<file path="src/rtl/load_store_unit_pkg.sv">
// Shared encodings for the memory stage: request function/mask types,
// load/store unit FSM states and fault causes.
package load_store_unit_pkg;

  typedef enum logic [1:0] {
    M_X   = 2'd0,
    M_XRD = 2'd1,
    M_XWR = 2'd2
  } mem_fcn_e;

  typedef enum logic [2:0] {
    MT_X  = 3'd0,
    MT_B  = 3'd1,
    MT_H  = 3'd2,
    MT_W  = 3'd3,
    MT_BU = 3'd4,
    MT_HU = 3'd5
  } mem_typ_e;

  typedef enum logic [1:0] {
    LSU_IDLE = 2'd0,
    LSU_REQ  = 2'd1,
    LSU_WAIT = 2'd2,
    LSU_DONE = 2'd3
  } lsu_state_e;

  typedef enum logic [1:0] {
    FAULT_NONE       = 2'd0,
    FAULT_MISALIGNED = 2'd1,
    FAULT_TIMEOUT    = 2'd2
  } fault_cause_e;

  // Halfwords need an even address and words a word-aligned one; bytes and
  // the untyped MT_X never fault.
  function automatic logic is_misaligned(input logic [2:0] typ, input logic [1:0] off);
    case (typ)
      MT_H, MT_HU: return off[0];
      MT_W:        return off != 2'b00;
      default:     return 1'b0;
    endcase
  endfunction

endpackage

</file>
<file path="src/rtl/lsu_lane_align.sv">
// Byte-lane steering between right-aligned pipeline data and the 32-bit bus:
// byte enables, store replication and sign/zero-extending load extraction.
module lsu_lane_align
  import load_store_unit_pkg::*;
(
  input  logic [1:0]  off,
  input  logic [2:0]  typ,
  input  logic [31:0] wdata,
  input  logic [31:0] rdata,
  output logic [3:0]  be,
  output logic [31:0] wdata_rep,
  output logic [31:0] rdata_ext
);

  logic [31:0] shifted;

  assign shifted = rdata >> {off, 3'b000};

  // NOTE: every output gets a default before the case so no path through
  // this block can leave a signal unassigned and infer a latch.
  always_comb begin
    be        = 4'hF;
    wdata_rep = wdata;
    rdata_ext = shifted;
    case (typ)
      MT_B: begin
        be        = 4'b0001 << off;
        wdata_rep = {4{wdata[7:0]}};
        rdata_ext = {{24{shifted[7]}}, shifted[7:0]};
      end
      MT_BU: begin
        be        = 4'b0001 << off;
        wdata_rep = {4{wdata[7:0]}};
        rdata_ext = {24'h0, shifted[7:0]};
      end
      MT_H: begin
        be        = 4'b0011 << off;
        wdata_rep = {2{wdata[15:0]}};
        rdata_ext = {{16{shifted[15]}}, shifted[15:0]};
      end
      MT_HU: begin
        be        = 4'b0011 << off;
        wdata_rep = {2{wdata[15:0]}};
        rdata_ext = {16'h0, shifted[15:0]};
      end
      default: ;  // MT_W and MT_X move the whole word
    endcase
  end

endmodule

</file>
<file path="src/rtl/load_store_unit.sv">
// Memory-stage load/store unit: turns pipeline data-memory requests into
// word-aligned valid/ready bus transactions and stalls the pipeline meanwhile.
module load_store_unit
  import load_store_unit_pkg::*;
#(
  parameter int TIMEOUT_CYCLES = 255,
  parameter int ADDR_W         = 32
) (
  input  logic              clk,
  input  logic              rst_n,
  input  logic              req_valid,
  input  logic [ADDR_W-1:0] req_addr,
  input  logic [1:0]        req_fcn,
  input  logic [2:0]        req_typ,
  input  logic [31:0]       req_wdata,
  output logic              res_valid,
  output logic [31:0]       res_data,
  output logic              cmiss_stall,
  output logic              bus_req_valid,
  input  logic              bus_req_ready,
  output logic [ADDR_W-1:0] bus_req_addr,
  output logic              bus_req_we,
  output logic [3:0]        bus_req_be,
  output logic [31:0]       bus_req_wdata,
  input  logic              bus_rsp_valid,
  input  logic [31:0]       bus_rsp_data,
  output logic              fault_valid,
  output logic [1:0]        fault_cause,
  output logic [ADDR_W-1:0] fault_addr
);

  localparam int CNT_W = $clog2(TIMEOUT_CYCLES + 1);
  // Last WAIT cycle index before the timeout fires (counter starts at 0).
  localparam logic [CNT_W-1:0] TIMER_LAST = CNT_W'(TIMEOUT_CYCLES - 1);

  lsu_state_e        state;
  logic [ADDR_W-1:0] cap_addr;
  logic [2:0]        cap_typ;
  logic [CNT_W-1:0]  timer;

  logic        req_active;
  logic        req_misaligned;
  logic        req_start;
  logic [1:0]  lane_off;
  logic [2:0]  lane_typ;
  logic [3:0]  lane_be;
  logic [31:0] lane_wdata;
  logic [31:0] lane_rdata;

  assign req_active     = req_valid && (req_fcn == M_XRD || req_fcn == M_XWR);
  assign req_misaligned = is_misaligned(req_typ, req_addr[1:0]);
  assign req_start      = (state == LSU_IDLE) && req_active && !req_misaligned;

  // The freeze must rise in the request cycle itself, so it is decoded
  // combinationally; reset forces it low along with every other output.
  assign cmiss_stall = rst_n && (req_start || state == LSU_REQ || state == LSU_WAIT);

  // One aligner serves both directions: live request fields while IDLE
  // (store lanes, byte enables), captured fields afterwards (load extract).
  assign lane_off = (state == LSU_IDLE) ? req_addr[1:0] : cap_addr[1:0];
  assign lane_typ = (state == LSU_IDLE) ? req_typ : cap_typ;

  lsu_lane_align u_lane_align (
    .off       (lane_off),
    .typ       (lane_typ),
    .wdata     (req_wdata),
    .rdata     (bus_rsp_data),
    .be        (lane_be),
    .wdata_rep (lane_wdata),
    .rdata_ext (lane_rdata)
  );

  // NOTE: all state here uses non-blocking assignments so every register
  // samples the pre-edge values regardless of statement order.
  always_ff @(posedge clk or negedge rst_n) begin
    if (!rst_n) begin
      state         <= LSU_IDLE;
      cap_addr      <= '0;
      cap_typ       <= '0;
      timer         <= '0;
      res_valid     <= 1'b0;
      res_data      <= '0;
      bus_req_valid <= 1'b0;
      bus_req_addr  <= '0;
      bus_req_we    <= 1'b0;
      bus_req_be    <= '0;
      bus_req_wdata <= '0;
      fault_valid   <= 1'b0;
      fault_cause   <= FAULT_NONE;
      fault_addr    <= '0;
    end else begin
      // Result and fault are single-cycle pulses.
      res_valid   <= 1'b0;
      res_data    <= '0;
      fault_valid <= 1'b0;
      fault_cause <= FAULT_NONE;

      case (state)
        LSU_IDLE: begin
          if (req_valid) begin
            if (!req_active) begin
              res_valid <= 1'b1;
            end else if (req_misaligned) begin
              res_valid   <= 1'b1;
              fault_valid <= 1'b1;
              fault_cause <= FAULT_MISALIGNED;
              fault_addr  <= req_addr;
            end else begin
              cap_addr      <= req_addr;
              cap_typ       <= req_typ;
              timer         <= '0;
              bus_req_valid <= 1'b1;
              bus_req_addr  <= {req_addr[ADDR_W-1:2], 2'b00};
              bus_req_we    <= (req_fcn == M_XWR);
              bus_req_be    <= lane_be;
              bus_req_wdata <= lane_wdata;
              state         <= LSU_REQ;
            end
          end
        end

        LSU_REQ: begin
          if (bus_req_ready) begin
            bus_req_valid <= 1'b0;
            if (bus_req_we) begin
              res_valid <= 1'b1;
              state     <= LSU_DONE;
            end else begin
              state <= LSU_WAIT;
            end
          end
        end

        LSU_WAIT: begin
          // A response in the expiry cycle still wins over the timeout.
          if (bus_rsp_valid) begin
            res_valid <= 1'b1;
            res_data  <= lane_rdata;
            timer     <= '0;
            state     <= LSU_DONE;
          end else if (timer == TIMER_LAST) begin
            res_valid   <= 1'b1;
            fault_valid <= 1'b1;
            fault_cause <= FAULT_TIMEOUT;
            fault_addr  <= cap_addr;
            timer       <= '0;
            state       <= LSU_DONE;
          end else begin
            timer <= timer + 1'b1;
          end
        end

        // The stalled instruction is still presented here; it is never
        // recaptured because the pipeline advances at the end of DONE.
        LSU_DONE: state <= LSU_IDLE;

        default: state <= LSU_IDLE;
      endcase
    end
  end

endmodule
</file>
<file path="config.mk">
export PLATFORM = sky130hd
export DESIGN_NAME = load_store_unit
export DESIGN_NICKNAME = d
export VERILOG_FILES = /design/src/rtl/load_store_unit_pkg.sv /design/src/rtl/lsu_lane_align.sv /design/src/rtl/load_store_unit.sv
export SDC_FILE = /design/constraint.sdc
export NUM_CORES = 1
export LEC_CHECK = 0
export CAP_MARGIN = 30
export CORE_AREA = 4 4 141 116
export DETAILED_ROUTE_END_ITERATION = 8
export DIE_AREA = 0 0 145 120
export PLACE_DENSITY = 0.91
export SLEW_MARGIN = 25
export SYNTH_ARGS = -nofsm -noshare
export SYNTH_HDL_FRONTEND = slang
export SYNTH_SLANG_ARGS = --single-unit
export TNS_END_PERCENT = 1
</file>
<file path="constraint.sdc">
create_clock -name clk -period 4.7 [get_ports clk]
set_input_delay 0.94 -clock clk [delete_from_list [all_inputs] [get_ports clk]]
set_output_delay 0.94 -clock clk [all_outputs]
set_load 0.01 [all_outputs]
</file>
==> results_tabular.tex <==
\begin{tabular}{lr}
\hline
Metric & Value \\
\hline
\multicolumn{2}{l}{\textbf{Worst setup path}} \\
Crit path max-delay family & buffers and inverters \\
Cell at the slowest stage of the critical path & sky130\_fd\_sc\_hd\_\_clkdlybuf4s50\_1 \\
Kind of end point of the critical path & primary output \\
Kind of critical path & in -> out \\
Critical-path cell list & clkdlybuf4s50\_1 > and4b\_1 > a21o\_1 > nor3\_2 > o31a\_1 > clkdlybuf4s50\_1 \\
Critical-path maximum fanout & 7 \\
Critical path required time & approximately 3800 ps \\
CP bufs+invs & 2 \\
Critical path startpoint category & input port \\
Signal arrival time at the worst endpoint & 2860 ps \\
Slowest Stage Delay on Critical Path & 590 ps \\
Most repeated library cell on the critical path & sky130\_fd\_sc\_hd\_\_clkdlybuf4s50\_1 \\
\multicolumn{2}{l}{\textbf{STA}} \\
Number of setup violations in the final report & 0 \\
Fin crit share & 0.808 \\
Achievable clock frequency & 0.263 GHz \\
Final Slew Violations & 0 \\
Slew Limit Headroom & 0.500 \\
Worst setup slack after layout & 901 ps \\
Sum of negative setup slack & 0 ps \\
Setup repair after global routing missed its margin & false \\
Time the final worst path needs with I/O delays and setup & 3800 ps \\
Actual transition at the worst max-transition pin & 750 ps \\
Post-Route Skew & 9.79 ps \\
Hold violation count in the final report & 0 \\
\multicolumn{2}{l}{\textbf{Power and ir drop}} \\
Overall power of the completed layout & 7.10 mW \\
Leak Pwr & approximately 4.6 nW \\
Power Density & 688 nW/um\^{}2 \\
Maximum ir drop on the vdd rail & $\sim$0.00035 V \\
\multicolumn{2}{l}{\textbf{Logic synthesis}} \\
Number of synthesis warnings & 0 \\
Ys flop type & sky130\_fd\_sc\_hd\_\_dfrtp\_1 \\
Number of storage elements in the synthesis netlist & 151 \\
Unique cell type count in the Yosys netlist & 57 \\
Synthesized-area fraction occupied by and/or/nand/nor cells & 0.176 \\
Sequential element share of the synthesized area & 0.514 \\
Dominant cell type by area after synthesis & sky130\_fd\_sc\_hd\_\_dfrtp\_1 \\
Synth Instances & 785 \\
Synthesized-area fraction occupied by adder cells & 0.0136 \\
Post-synth ARST share & 1.00 \\
EDFF count, synth & 0 \\
Mean cell area of the mapped netlist & $\sim$9.4 sq um \\
XOR/XNOR Fraction of Synth Area & 0.00357 \\
Leading post-synthesis cells by cell area & sky130\_fd\_sc\_hd\_\_dfrtp\_1 (51\%), sky130\_fd\_sc\_hd\_\_nand2\_1 (10\%), sky130\_fd\_sc\_hd\_\_mux2i\_1 (7.8\%) \\
Yosys top cell area share & 0.514 \\
Cell area after technology mapping & 7350 sq um \\
Dominant combinational cell family by area after synthesis & simple AND/OR/NAND/NOR gates \\
Post-synthesis compound-gate area fraction & 0.137 \\
Share of synthesized area spent on multiplexers & 0.0877 \\
\multicolumn{2}{l}{\textbf{CTS}} \\
Post-CTS Setup Bufs & 0 \\
Clock sink count & 151 \\
Total of cells resized after clock tree synthesis & 0 \\
Total clock buffers created by CTS & 17 \\
H-tree lvl count & 4 \\
Clock latency on the worst-skew pair & 420 ps \\
Master cell of the clock root buffer & sky130\_fd\_sc\_hd\_\_clkbuf\_16 \\
Clock-pin slew on the worst setup and hold paths & 60 ps \\
Number of hold buffers added after cts & 0 \\
TritonCTS clock tree & built \\
Buffer depth of the longest clock path & 2 \\
\multicolumn{2}{l}{\textbf{Cells and area}} \\
Share of post-route cells with drive strength above 1 & 0.0644 \\
Area growth from synthesis to layout & 40.4\% \\
\# diodes & 0 \\
Final-stage net count & 1095 \\
Share of the core filled with cells & 0.694 \\
Leading cell type in the layout, fill and taps excluded & sky130\_fd\_sc\_hd\_\_clkdlybuf4s50\_1 \\
Final std cell area, no fill & 10300 sq um \\
Top library cells by usage in the layout, fill and taps aside & sky130\_fd\_sc\_hd\_\_clkdlybuf4s50\_1 (241), sky130\_fd\_sc\_hd\_\_nand2\_1 (204), sky130\_fd\_sc\_hd\_\_dfrtp\_1 (151), sky130\_fd\_sc\_hd\_\_a21oi\_1 (64), sky130\_fd\_sc\_hd\_\_nor2\_1 (63) \\
Number of filler cells placed in the layout & 1124 \\
\multicolumn{2}{l}{\textbf{Detailed routing}} \\
Post-route DRC & 0 \\
Via density per instance & 5.51 \\
Number of nets with antenna violations after routing & 0 \\
Routed via count & 6524 \\
Detailed-router iteration count before antenna repair & 6 \\
WL final & 21800 um \\
DRC violation total after the first TritonRoute iteration & 506 \\
WL per Instance & 18.4 um \\
\multicolumn{2}{l}{\textbf{Worst hold path}} \\
Min-Delay Path Class & in -> async \\
\multicolumn{2}{l}{\textbf{Placed design}} \\
RePlAce Congestion & 0.874 \\
Number of port buffers & 242 \\
Post-detailed-placement cell area & slightly below 10000 sq um \\
DP HPWL & 15600 um \\
Worst slack at placement & 907 ps \\
\multicolumn{2}{l}{\textbf{Floorplanning}} \\
Floorplan Core Area & 14900 sq um \\
Die outline width & 145 um \\
Initial core utilization & 0.495 \\
Y dimension of the die & 120 um \\
Number of standard-cell rows in the floorplan & 40 \\
IO Count & approximately 250 \\
Total Die Area & around 17000 sq um \\
\multicolumn{2}{l}{\textbf{Run}} \\
Max capacitance violation total & 0 \\
\multicolumn{2}{l}{\textbf{Global route}} \\
Number of global-route vias before repair & 6521 \\
Number of antenna violations at the first check in global routing & 0 \\
Maximum number of pins on one net before global-route repair & around 70 \\
Total track usage & 0.248 \\
Global-route wire length before repair & 34600 um \\
Overflow after GRT & 0 \\
\multicolumn{2}{l}{\textbf{Status}} \\
Run status & finished clean \\
\hline
\end{tabular}
cell usage after synthesis, types with 2 or more instances:
master and n:
sky130_fd_sc_hd__nand2_1 204, sky130_fd_sc_hd__dfrtp_1 151, sky130_fd_sc_hd__a21oi_1 64, sky130_fd_sc_hd__nor2_1 63, sky130_fd_sc_hd__mux2i_1 57, sky130_fd_sc_hd__buf_4 33
sky130_fd_sc_hd__o21ai_0 29, sky130_fd_sc_hd__clkbuf_1 24, sky130_fd_sc_hd__nand3_1 23, sky130_fd_sc_hd__buf_2 19, sky130_fd_sc_hd__a31oi_1 12, sky130_fd_sc_hd__a211oi_1 10
sky130_fd_sc_hd__a222oi_1 8, sky130_fd_sc_hd__ha_1 8, sky130_fd_sc_hd__inv_1 7, sky130_fd_sc_hd__o2bb2ai_1 7, sky130_fd_sc_hd__o31ai_1 7, sky130_fd_sc_hd__nor2b_1 5
sky130_fd_sc_hd__nor3_1 5, sky130_fd_sc_hd__buf_6 3, sky130_fd_sc_hd__o211ai_1 3, sky130_fd_sc_hd__a21o_1 2, sky130_fd_sc_hd__mux2_2 2, sky130_fd_sc_hd__nand2b_1 2
sky130_fd_sc_hd__nand3b_1 2, sky130_fd_sc_hd__o21ai_1 2, sky130_fd_sc_hd__o31a_1 2, sky130_fd_sc_hd__xor2_1 2
path summary, 6_finish.rpt:
kind	start	endpoint	slack (ps)	cells past startpoint
worst min register to register	bus_req_wdata[26]	bus_req_wdata[26]	480	2
worst max register to register	state[0]	res_data[19]	1520	8
worst max-delay path	req_typ[1]	cmiss_stall	900	6
min in group clk	bus_req_wdata[26]	bus_req_wdata[26]	480	2
max in group asynchronous	rst_n	bus_req_wdata[14]	3270	3
worst min-delay path	rst_n	cap_addr[22]	410	1
layout make-up:
cell class,instances,area (sq um),area share
inverters,7,26.3,0.00255
repair buffers,256,2540,0.246
well taps,189,236,0.0229
clock buffers,20,457,0.0442
clock inverters,12,164,0.0159
flip-flops and latches,151,3780,0.366
multi-input cells,548,3120,0.302
worst register-to-register path, cell delays in order, from the launching register on:
cell,delay (ps)
sky130_fd_sc_hd__dfrtp_1,440
sky130_fd_sc_hd__inv_1,130
sky130_fd_sc_hd__ha_1,580
sky130_fd_sc_hd__mux2i_2,270
sky130_fd_sc_hd__buf_4,290
sky130_fd_sc_hd__mux2_2,420
sky130_fd_sc_hd__a2bb2oi_4,260
sky130_fd_sc_hd__a21boi_4,490
sky130_fd_sc_hd__a21oi_1,160
metal layers:
layer / up-vias / GRT usage / share of wire
met5: - / 0 / 0
met1: 3159 / 0.315 / 0.41
met2: 283 / 0.409 / 0.48
met3: 40 / 0.0740 / 0.083
met4: 0 / 0.0849 / 0.023
li1: 3042 / - / -
metrics by stage:
stage               instances  hold slack, ps
floorplan                 786             445
global placement         1150             453
detailed placement       1150             469
CTS                      1182             402
global route             1183             415
finish                   1183             406
registers in the layout, indices dropped and copies added, names as in the netlist, 2 cells and up:
signal / flops
state: 2
timer: 8
bus_req_wdata: 32
cap_typ: 3
res_data: 32
cap_addr: 31
fault_cause: 2
bus_req_be: 4
fault_addr: 32
power by group:
part | internal, mW | leakage [nW] | switching (mW) | total [mW]
Sequential | 1.80 | 1.89 | 0.339 | 2.14
Combinational | 1.65 | 2.39 | 1.87 | 3.53
Clock | 0.874 | 0.302 | 0.558 | 1.43
kinds of logic after synthesis:
family,count (synthesis)
buffers and inverters,87
AO/OA/AOI/OAI,157
AND/OR/NAND/NOR,316
other,1
XOR/XNOR,3
multiplexers,62
adder cells (fa/ha/maj),8
flip-flops,151
No activity file was read; power rests on OpenSTA's default activity.
